==> src/rtl/cb_pkg.sv <==
`default_nettype none
// ============================================================================
// Module   : cb_pkg
// Brief    : Shared types and constants for the CB-prefix instruction sequencer.
// Revision : 1.0
// ============================================================================
package cb_pkg;

    typedef enum logic [1:0] {
        ST_IDLE   = 2'd0,
        ST_MEM_RD = 2'd1,
        ST_MEM_WR = 2'd2,
        ST_FINISH = 2'd3
    } state_t;

    typedef enum logic [1:0] {
        GRP_SHIFT = 2'd0,
        GRP_BIT   = 2'd1,
        GRP_RES   = 2'd2,
        GRP_SET   = 2'd3
    } group_t;

    typedef enum logic [2:0] {
        SH_RLC  = 3'd0,
        SH_RRC  = 3'd1,
        SH_RL   = 3'd2,
        SH_RR   = 3'd3,
        SH_SLA  = 3'd4,
        SH_SRA  = 3'd5,
        SH_SWAP = 3'd6,
        SH_SRL  = 3'd7
    } shift_op_t;

    localparam int FLAG_Z = 7;
    localparam int FLAG_N = 6;
    localparam int FLAG_H = 5;
    localparam int FLAG_C = 4;

endpackage : cb_pkg
`default_nettype wire

==> src/rtl/cb_shift_unit.sv <==
`default_nettype none
// ============================================================================
// Module   : cb_shift_unit
// Brief    : Combinational rotate/shift/swap datapath for CB group 00.
// Revision : 1.0
// ============================================================================
module cb_shift_unit
    import cb_pkg::*;
(
    input  logic [7:0] a,
    input  logic [2:0] op,
    input  logic       cin,
    output logic [7:0] result,
    output logic       cout
);

    always_comb begin
        result = a;
        cout   = 1'b0;
        case (shift_op_t'(op))
            SH_RLC:  begin result = {a[6:0], a[7]};  cout = a[7]; end
            SH_RRC:  begin result = {a[0], a[7:1]};  cout = a[0]; end
            SH_RL:   begin result = {a[6:0], cin};   cout = a[7]; end
            SH_RR:   begin result = {cin, a[7:1]};   cout = a[0]; end
            SH_SLA:  begin result = {a[6:0], 1'b0};  cout = a[7]; end
            SH_SRA:  begin result = {a[7], a[7:1]};  cout = a[0]; end
            SH_SWAP: begin result = {a[3:0], a[7:4]}; cout = 1'b0; end
            SH_SRL:  begin result = {1'b0, a[7:1]};  cout = a[0]; end
        endcase
    end

endmodule : cb_shift_unit
`default_nettype wire

==> src/rtl/cb_exec.sv <==
`default_nettype none
// ============================================================================
// Module   : cb_exec
// Brief    : Executes one CB-prefixed SM83 instruction on a register or (HL).
// Revision : 1.0
// ============================================================================
module cb_exec
    import cb_pkg::*;
#(
    parameter logic [2:0] MEM_OPERAND = 3'd6
) (
    input  logic       clk,
    input  logic       reset,
    input  logic       start,
    input  logic [7:0] opcode,
    input  logic [7:0] reg_rdata,
    input  logic [7:0] f_in,
    output logic       busy,
    output logic       done,
    output logic       reg_we,
    output logic [2:0] reg_sel,
    output logic [7:0] reg_wdata,
    output logic       f_we,
    output logic [7:0] f_wdata,
    output logic       mem_req,
    output logic       mem_we,
    output logic [7:0] mem_wdata,
    input  logic [7:0] mem_rdata,
    input  logic       mem_ack
);

    state_t     state_q, state_d;
    logic [7:0] op_q, op_d;
    logic [7:0] operand_q, operand_d;
    logic [7:0] mem_wdata_q, mem_wdata_d;
    logic [3:0] fhi_q, fhi_d;

    group_t     w_group;
    logic [2:0] w_bsel;
    logic [7:0] w_a, w_mask, w_shift_res, w_result, w_flags;
    logic       w_shift_cout, w_cin, w_is_mem, w_unused;

    assign w_group  = group_t'(op_q[7:6]);
    assign w_bsel   = op_q[5:3];
    assign w_is_mem = (op_q[2:0] == MEM_OPERAND);
    assign w_cin    = fhi_q[FLAG_C-4];
    assign w_mask   = 8'h01 << w_bsel;
    assign w_unused = ^f_in[3:0];

    // While the read is being acknowledged the operand comes straight off the
    // bus so the write data can be registered on the same edge.
    assign w_a = (state_q == ST_MEM_RD) ? mem_rdata : operand_q;

    cb_shift_unit u_shift (
        .a      (w_a),
        .op     (w_bsel),
        .cin    (w_cin),
        .result (w_shift_res),
        .cout   (w_shift_cout)
    );

    always_comb begin
        w_result = w_a;
        w_flags  = 8'h00;
        case (w_group)
            GRP_SHIFT: begin
                w_result        = w_shift_res;
                w_flags[FLAG_Z] = (w_shift_res == 8'h00);
                w_flags[FLAG_C] = w_shift_cout;
            end
            GRP_BIT: begin
                w_flags[FLAG_Z] = ~w_a[w_bsel];
                w_flags[FLAG_H] = 1'b1;
                w_flags[FLAG_C] = w_cin;
            end
            GRP_RES: begin
                w_result = w_a & ~w_mask;
                w_flags  = {fhi_q, 4'h0};
            end
            GRP_SET: begin
                w_result = w_a | w_mask;
                w_flags  = {fhi_q, 4'h0};
            end
        endcase
    end

    always_comb begin
        state_d     = state_q;
        op_d        = op_q;
        operand_d   = operand_q;
        fhi_d       = fhi_q;
        mem_wdata_d = mem_wdata_q;
        case (state_q)
            ST_IDLE: begin
                if (start) begin
                    op_d  = opcode;
                    fhi_d = f_in[7:4];
                    if (opcode[2:0] == MEM_OPERAND) begin
                        state_d = ST_MEM_RD;
                    end else begin
                        operand_d = reg_rdata;
                        state_d   = ST_FINISH;
                    end
                end
            end
            ST_MEM_RD: begin
                if (mem_ack) begin
                    operand_d = mem_rdata;
                    if (w_group == GRP_BIT) begin
                        state_d = ST_FINISH;
                    end else begin
                        mem_wdata_d = w_result;
                        state_d     = ST_MEM_WR;
                    end
                end
            end
            ST_MEM_WR: begin
                if (mem_ack) begin
                    mem_wdata_d = 8'h00;
                    state_d     = ST_FINISH;
                end
            end
            ST_FINISH: begin
                state_d = ST_IDLE;
            end
        endcase
    end

    always_ff @(posedge clk or posedge reset) begin
        if (reset) begin
            state_q     <= ST_IDLE;
            op_q        <= 8'h00;
            operand_q   <= 8'h00;
            fhi_q       <= 4'h0;
            mem_wdata_q <= 8'h00;
        end else begin
            state_q     <= state_d;
            op_q        <= op_d;
            operand_q   <= operand_d;
            fhi_q       <= fhi_d;
            mem_wdata_q <= mem_wdata_d;
        end
    end

    assign busy      = (state_q != ST_IDLE);
    assign done      = (state_q == ST_FINISH);
    assign reg_we    = done && !w_is_mem && (w_group != GRP_BIT);
    assign reg_sel   = op_q[2:0];
    assign reg_wdata = done ? w_result : 8'h00;
    assign f_we      = done && ((w_group == GRP_SHIFT) || (w_group == GRP_BIT));
    assign f_wdata   = done ? w_flags : 8'h00;
    assign mem_req   = (state_q == ST_MEM_RD) || (state_q == ST_MEM_WR);
    assign mem_we    = (state_q == ST_MEM_WR);
    assign mem_wdata = mem_wdata_q;

endmodule : cb_exec
`default_nettype wire

==> config.mk <==
export PLATFORM = sky130hd
export DESIGN_NAME = cb_exec
export DESIGN_NICKNAME = d
export VERILOG_FILES = /design/src/rtl/cb_pkg.sv /design/src/rtl/cb_shift_unit.sv /design/src/rtl/cb_exec.sv
export SDC_FILE = /design/constraint.sdc
export NUM_CORES = 1
export LEC_CHECK = 0
export ABC_AREA = 1
export ABC_CLOCK_PERIOD_IN_PS = 2100
export CORE_UTILIZATION = 58
export DETAILED_ROUTE_END_ITERATION = 10
export DONT_BUFFER_PORTS = 1
export PLACE_DENSITY_LB_ADDON = 0.12
export SYNTH_ARGS = -nofsm -noshare
export SYNTH_HDL_FRONTEND = slang
export SYNTH_SLANG_ARGS = --single-unit
==> constraint.sdc <==
create_clock -name clk -period 2.1 [get_ports clk]
set_clock_uncertainty 0.1 [all_clocks]
set_input_delay 0.42 -clock clk [delete_from_list [all_inputs] [get_ports clk]]
set_output_delay 0.42 -clock clk [all_outputs]
set_load 0.02 [all_outputs]
Yosys cells after proc, flatten, opt, wreduce, memory -nomap -nowiden. Index checks and enable logic that the tools add are counted.

Equality and inequality tests: 21. Magnitude comparators: 1. Reductions and logical operators: 21. Div/mod/pow operators: 0. Mux-type cells: 26. Shifts and indexed selects: 1. Bitwise gates (word level): 4. Add/sub/neg operators: 0. $mul: 0.

Operators with widths (count): $mux W8 (9); $pmux W8 S8 (1); $pmux W8 S2 (2); $pmux W8 S3 (1); $eq A3 B3 Y1 const B (6); $and A8 B8 Y8 (1); $eq A2 B2 Y1 const B (4); $logic_not A8 Y1 (1); $mux W2 (4); $ne A2 B2 Y1 const B (4); $not A8 Y8 (1); $or A8 B8 Y8 (1); $pmux W2 S4 (1); $reduce_and A4 Y1 (2); $shl A1 B3 Y8 const A (1); $eq A3 B2 Y1 const B (2); $pmux W1 S3 (2); $reduce_bool A2 Y1 (3); $reduce_or A3 Y1 (2); $eq A2 B1 Y1 const B (2); $logic_not A2 Y1 (2); $lt A3 B4 Y1 const B (1); $ne A2 B1 Y1 const B (2); $pmux W1 S2 (2); 12 further kinds (17).

Bits in read-only memories: 0. Memory bits (writable): 0. Output and inout port bits: 33. Input port bits: 36. Memories kept: 0. Latch bits: 0. Flip-flop bits (word level): 30. Word-level logic and storage cells: 79.

Logic depth before layout (Yosys ltp). Gate-level depths: netlist (run 1).

Word-level depth: 7. Gate-level depth with buffers: 15. Depth with buffers taken out: 14.

Cells and area by module. From an unflattened synthesis (run 1), not the netlist that was laid out.

Cells, all modules: 340. Area total of the unflattened synthesis: 2339.7 µm².

Modules (own cells, without submodules): cb_exec (area an instance 2090.8 µm², cells each 293, seq. area each 750.7 µm², instances 1); cb_shift_unit (area an instance 249.0 µm², cells each 47, seq. area each 0.0 µm², instances 1).

Worst setup path after synthesis (run 1). Ideal clock, no wire load.

Path type: register -> output. From: register state_q[1]. To: output port reg_wdata[0]. Data required time: 1.580 ns. Buffers on the path: 2. Arrival time: 1.741 ns. Slack: -0.161 ns. Stages on the path, launching flop included: 12. Cell sequence: dfrtp_1 inv_1 ha_1 buf_6 buf_12 o21ai_2 inv_1 nand3_1 nand2_1 o21ai_2 nand2_1 nor2_1.

Cells in the longest elaborated chain, start to end: 5. Elaborated cells between the ends (all ways): 8. Classes of those cells: eq/ne (2); mux (4); bitwise (2).

RTL lines: from (decl) (line cb_exec.sv:32) `state_t state_q, state_d;`; from (signal assigned) (line cb_exec.sv:137) `state_q <= state_d;`; $eq A2 B1 Y1 (line cb_exec.sv:52) `assign w_a = (state_q == ST_MEM_RD) ? mem_rdata : operand_q;`; $mux W8 (line cb_exec.sv:52); $pmux W8 S8 (tied with other cells) (line cb_shift_unit.sv:20) `case (shift_op_t'(op))`; $pmux W8 S3 (line cb_exec.sv:65) `case (w_group)`; $mux W8 * (line cb_exec.sv:149) `assign reg_wdata = done ? w_result : 8'h00;`; to (decl) (line cb_exec.sv:22) `output logic [7:0] reg_wdata,`.

Every way passes the cells marked *; elsewhere a longest branch is shown, timed or not.

Worst setup path after layout (run 1).
From: register state_q[0]. To: output port f_wdata[7].

Cells in the longest elaborated chain, start to end: 7. Elaborated cells between the ends (all ways): 10. Classes of those cells: eq/ne (2); mux (6); bitwise (1); reduce/logical (1).

RTL lines: $eq A2 B1 Y1 (line cb_exec.sv:52); $mux W8 (line cb_exec.sv:52); $bmux W1 S3 (line cb_exec.sv:72) `w_flags[FLAG_Z] = ~w_a[w_bsel];`; $mux W1 (not written as such) (line cb_exec.sv:72); $not A1 Y1 (line cb_exec.sv:72); $pmux W1 S3 (line cb_exec.sv:65); $mux W8 * (line cb_exec.sv:151) `assign f_wdata = done ? w_flags : 8'h00;`; to (decl) (line cb_exec.sv:24) `output logic [7:0] f_wdata,`.

Every way passes the cells marked *; elsewhere a longest branch is shown, timed or not. The select of a mux whose other input is x is not followed.

==> reports/summary.txt, run 1 <==
Final Critical Period: 2.572 ns
Post-synth EDFFs: 0
Hold Fails Final Rpt: 0
Vias: 2,564
Core area: 4000 um^2
Clock transition at path regs: 0.08 ns
Drt wl/cell: 15.21 um
Initial Util: 60.43%
Compound-Gate Fraction of Synth Area: 16.72%
Slew Viols, Final: 0
Vias in the first global route: 2,234
Post-layout util: 81.04%
Number of synthesized register bits: 30
Max FO, Critical Path: 7
Layout cells sized above 1: 40.19%
Clock power share: 7.7%
Final TNS setup: -3.716 ns
Setup crit end kind: output pin
Die W: 66.56 um
DIE HEIGHT: 66.56 um
Clock Path Buffers: 2
Setup crit start kind: register
Placed insts: 440
Die area: 4430 um^2
Root Buffer: clkbuf_8
Total clock sinks: 30
Synth area leader: dfrtp_1
Setup ws final: -0.4718 ns
Combinational share of power: 74.8%
Largest family of logic cells by synthesized area: simple AND/OR/NAND/NOR gates
Adder-Cell Fraction of Synth Area: 2.588%
Post-synthesis xor/xnor area fraction: 0%
Peak VDD IR: 1216 uV
Initial drt markers: 176
Most frequent cells after synthesis: 132 x nand2_1, 34 x nor2_1, 32 x inv_1
HPWL Detailed: 4761 um
CP Launch Point: state_q[0]
Outcome: complete, but fails checks
CTS tree: yes
Sequential Power Share: 17.5%
Final std cells w/o fill: 463
Register area share after synthesis: 31.06%
Slew @ Worst Pin: 0.5525 ns
Largest net degree at the start of global routing: 31
P&R area growth vs syn: 34.11%
FFs w/ async S/R, synth: 100.0%
DR DRC count: 0
Most common cell in the netlist: nand2_1
Place WS: -0.2184 ns
Initial antenna violation count: 0
Yosys top cell area share: 31.06%
Switching Share: 52.59%
Yosys warns: 0
Syn Area/Cell: 6.790 um^2
Netlist Area Pre-Place: 2417 um^2
First-pass GRT wire length: 10,530 um
Initial DRT Pass Iterations: 5
FF-to-FF Start: state_q[1]
Worst r2r dst: operand_q[4]
RSZ-0062 raised after global routing: true
Grt total ovfl: 0
I/O Buffers: 0
Post-synth cell types: 35
Gr usage total: 32.06%
Max Cap Viol: 0
Setup-failing EPs final: 10
CTS buffer count: 5
Top Ports: 69
Antenna cells: 0
Top cells by area, synth: dfrtp_1 31%, nand2_1 20%, o21ai_0 5.8%, nor2_1 5.3%, inv_1 5.0%
R2R Setup Slk: 0.03 ns
Internal Dissipation: 3.175 mW
Worst setup path end: f_wdata[7]
Syn Inst Count: 356
Final net count: 453
Reg2reg path depth: 10
Predominant post-synthesis flop cell: dfrtp_1
RePlAce Congestion: 0.9626
Vias per std cell: 5.538
Failing checks: setup timing
Clock Latency Late Sink: 0.30 ns
Final WL: 7042 um
Row count: 23
PwrDens: 2066 nW/um^2
Leakage Power: 1.645 nW
Filler cell count: 277
H-tree lvl count: 2
CP required: 1.58 ns
Synth Area in Simple Gates: 35.71%
Slew headroom: 62.88%
Antenna viol nets, final: 0
Arrival @ worst endpoint: 2.05 ns
Setup CP Type: register to output pin
Fin crit share: 122.5%
Worst hold path class: input pin to register
Mux cell area share after synthesis: 1.398%
Psw: 3.522 mW
Fmax: 388.8 MHz
per-stage QoR:
| step | cell area, um^2 | total power, mW | hold slack, ns |
|---|---|---|---|
| after floorplan | 2489 | 3.971 | 0.3739 |
| after global placement | 2778 | 5.091 | 0.3119 |
| after detailed placement | 2778 | 5.172 | 0.3215 |
| after CTS | 3104 | 6.256 | 0.1710 |
| after global routing | 3242 | 7.167 | 0.1746 |
| final | 3242 | 6.697 | 0.1724 |
kinds of logic (layout without fill, tap and decap cells):
group | after synthesis | after routing
flip-flops | 30 | 30
multiplexers | 3 | 3
AO/OA/AOI/OAI | 63 | 63
AND/OR/NAND/NOR | 198 | 198
buffers and inverters | 56 | 110
adder cells (fa/ha/maj) | 5 | 5
other | 1 | 4
cells in the final DEF, fill, tap and decap left out, types with 2 or more instances in the layout:
cell	n
ha_1	2
o21ai_1	5
nand2_4	9
nor2_1	20
mux2_2	3
inv_2	9
inv_4	2
a21oi_2	2
inv_1	26
dfrtp_1	30
o21ai_0	26
nand2_1	107
nand2_2	26
conb_1	4
buf_6	7
nand3_1	9
a21oi_1	11
o21ai_2	7
o21ai_4	3
clkbuf_8	6
o211ai_1	3
ha_2	2
buf_4	54
nor2_4	13
nor2_2	6
nand3_2	3
flip-flops by register name, indices dropped and copies added, names as in the netlist:
register,count
mem_wdata,8
op_q,8
operand_q,8
fhi_q,4
state_q,2
per-layer routing:
| metal | track usage [%] | up-vias | wire [um] |
|---|---|---|---|
| li1 | - | 1222 | - |
| met1 | 41.18 | 1207 | 2948 |
| met2 | 52.40 | 111 | 3507 |
| met3 | 5.822 | 24 | 364 |
| met4 | 13.03 | 0 | 221 |
| met5 | 0 | - | 0 |
critical path: stages, from the launching register on:
cell     delay [ns]
dfrtp_1        0.40
ha_4           0.23
buf_8          0.15
nand2_2        0.07
o21ai_2        0.09
buf_6          0.14
a21oi_2        0.17
nand2_1        0.08
nor2_1         0.12
nand2_1        0.11
a21oi_4        0.21
power groups by stage:
stage | Combinational [mW] | Clock (mW) | Sequential, mW
final | 5.01 | 0.518 | 1.17
after global routing | 5.41 | 0.544 | 1.21
after CTS | 4.57 | 0.518 | 1.17
after detailed placement | 3.99 | 0 | 1.18
after global placement | 3.92 | 0 | 1.17
after floorplan | 2.87 | 0 | 1.10
worst min path at each step:
stage	startpoint	end	slack, ns	cells past startpoint
CTS	f_in[4]	fhi_q[0]	0.17	1
finish	opcode[6]	op_q[6]	0.17	2
detailed placement	reset	op_q[6]	0.32	2
global placement	reset	op_q[6]	0.31	2
floorplan	fhi_q[1]	fhi_q[1]	0.37	1
global route	f_in[4]	fhi_q[0]	0.17	1
area by class of cell:
| class | count | area, um^2 | area share, % |
|---|---|---|---|
| Clock buffer | 6 | 82.58 | 2.547 |
| Clock inverter | 2 | 12.51 | 0.3860 |
| Inverter | 38 | 155.1 | 4.786 |
| Multi-Input combinational cell | 273 | 1649 | 50.87 |
| Sequential cell | 30 | 750.7 | 23.16 |
| Tap cell | 50 | 62.56 | 1.930 |
| Timing Repair Buffer | 64 | 529.3 | 16.33 |
timing repair:
action                     4_1_cts  5_1_grt
buffers inserted                 9        5
hold buffers                     1        0
hold endpoints to repair         1        0
resized for setup               45       36
setup endpoints to repair       11       22
cloned                           0        1
pin swaps                       22       23
(Power assumes the default switching activity.)
==> run 2, diff against run 1 <==
Settings changed: CORE_ASPECT_RATIO set to 0.6, SLEW_MARGIN set to 20.
==> run 2 against run 1 <==
- clock power is 44% higher
- largest cell class unchanged
- largest power group unchanged
- register-to-register slack better by 0.11 ns
- non-clock buffer count fell by 12
- power shrank 3.2%
- sequential share of layout area grew 1.0 points
- sequential power about the same
- sequential cell count did not move
- design area is 4.2% lower
- die area increased by 0.18%
- final cell count down 3.2%
- wire length down 2.2%
- core utilization up 0.099 points
- the run still ends with setup timing left
==> reports/summary.txt, run 2 (same netlist as run 1, synthesis figures left out) <==
Multi-input logic area: 1582 um^2 (-4.1%)
CTS buffer count: 5 (unchanged)
Max FO, Critical Path: 9 (+2)
Initial drt markers: 155 (-12%)
RSZ-0062 raised after global routing: true
Initial antenna violation count: 0 (unchanged)
Initial Util: 63.14% (+2.7 points)
Outcome: complete, but fails checks
Clock Path Buffers: 2 (unchanged)
Antenna viol nets, final: 0 (unchanged)
Layout cells sized above 1: 34.41% (-5.8 points)
Vias in the first global route: 2,359 (+5.6%)
Place WS: -0.2074 ns (+0.01100 ns)
Setup crit end kind: output pin
Total clock sinks: 30 (unchanged)
Final WL: 6890 um (-2.2%)
Post-layout util: 81.14% (+0.099 points)
Hold Buf Count CTS: 0 (-1)
Grt total ovfl: 0 (unchanged)
Root Buffer: clkbuf_8
Register area: 752.0 um^2 (+0.17%)
Setup CP Type: register to output pin
PwrDens: 2087 nW/um^2 (+1.0%)
Clock transition at path regs: 0.07 ns (about the same)
Largest net degree at the start of global routing: 31 (unchanged)
Clock Latency Late Sink: 0.29 ns (about the same)
Initial DRT Pass Iterations: 5 (unchanged)
Hold Fails Final Rpt: 0 (unchanged)
Setup crit start kind: register
First-pass GRT wire length: 10,950 um (+4.0%)
Vias per std cell: 5.540 (about the same)
Core area: 3829 um^2 (-4.3%)
Top Ports: 69 (unchanged)
P&R area growth vs syn: 28.52%
Leakage Power: 1.572 nW (-4.4%)
Fin crit share: 124.9% (+2.4 points)
Max Cap Viol: 0 (unchanged)
HPWL Detailed: 4950 um (+4.0%)
Slew headroom: 64.57% (+1.7 points)
Slew Viols, Final: 0 (unchanged)
Drt wl/cell: 15.38 um (+1.1%)
Most common cell after layout, fill and taps aside: nand2_1
RePlAce Congestion: 0.9429 (-2.0%)
Gr usage total: 32.71% (+0.64 points)
Final Critical Period: 2.623 ns (+0.05099 ns)
Worst hold path class: input pin to asynchronous set/reset pin
Die W: 85.35 um (+28%)
H-tree lvl count: 2 (unchanged)
DR DRC count: 0 (unchanged)
Vias: 2,482 (-3.2%)
Setup ws final: -0.5228 ns (-0.05099 ns)
Dpl cell area: 2729 um^2 (-1.8%)
CP required: 1.58 ns (about the same)
Final instance area: 3107 um^2 (-4.2%)
Arrival @ worst endpoint: 2.10 ns (+0.05 ns)
DIE HEIGHT: 52.01 um (-22%)
CTS tree: yes
Slew @ Worst Pin: 0.5274 ns (-0.02509 ns)
Row count: 17 (-26%)
Failing checks: setup timing
Antenna cells: 0 (unchanged)
Most frequent cells in the layout: 121 x nand2_1, 45 x buf_4, 29 x dfrtp_1, 27 x inv_1, 26 x o21ai_0
Final net count: 441 (-2.6%)
I/O Buffers: 0 (unchanged)
Die area: 4438 um^2 (+0.18%)
Fmax: 381.3 MHz (-1.9%)
Filler cell count: 264 (-4.7%)
Peak VDD IR: 1307 uV (+7.5%)
Setup-failing EPs final: 10 (unchanged)
run 2: per-stage QoR:
stage               cells  power, mW  TNS, ns  hold slack, ns
global placement      431      4.956  -0.5815          0.3125
CTS                   441      6.047   -3.407         0.01575
global route          448      6.961   -4.863         0.03345
detailed placement    431      5.038  -0.8378          0.3221
finish                448      6.485   -3.733        0.003019
floorplan             359      3.971  -0.2447          0.3739
run 2: timing repair:
item	4_1_cts	5_1_grt
pin swaps	9	14
hold endpoints to repair	0	0
endpoints found under the setup margin	11	16
buffers inserted	2	7
gates resized for setup	21	29
run 2: area by class of cell:
type | instances | area share [%]
clock buffer | 6 | 2.658
clock inverter | 2 | 1.933
inverter | 38 | 4.913
multi-input combinational | 273 | 50.91
sequential | 30 | 24.20
tap | 47 | 1.893
timing repair buffer | 52 | 13.49
run 2: worst max-delay path, cell delays in order (launching register included):
cell and delay (ns):
dfrtp_1 0.42, ha_4 0.22, buf_12 0.16, nand2_4 0.08, o21ai_4 0.08, nand2_1 0.07, nand2_1 0.04, nor2_1 0.14
nand2_1 0.09, nor2_1 0.14, nand2_2 0.10, a21oi_4 0.25
run 2: power breakdown:
| part | internal, mW | total (mW) | switching (mW) |
|---|---|---|---|
| combinational | 1.77 | 4.55 | 2.78 |
| clock | 0.506 | 0.746 | 0.240 |
| sequential | 0.863 | 1.19 | 0.329 |
run 2: worst paths after layout:
kind                       startpoint  cells past startpoint           end  slack (ns)
hold reg to reg              fhi_q[1]                      1      fhi_q[1]        0.41
setup / recovery           state_q[0]                     11    f_wdata[7]       -0.52
setup reg to reg           state_q[1]                     11  operand_q[3]        0.14
min in group clk              f_in[6]                      1      fhi_q[2]        0.18
hold / removal                  reset                      2  operand_q[4]       0.003
max in group asynchronous       reset                      2       op_q[7]        1.58
run 2: routing by layer:
layer | routed length [um] | vias up | GRT usage [%] | part of all wire [%]
met5 | 0 | - | 0 | 0
met4 | 119 | 0 | 10.00 | 1.7
met3 | 616 | 17 | 8.730 | 8.9
met2 | 3034 | 118 | 53.09 | 44
met1 | 3120 | 1143 | 43.31 | 45
li1 | - | 1204 | - | -
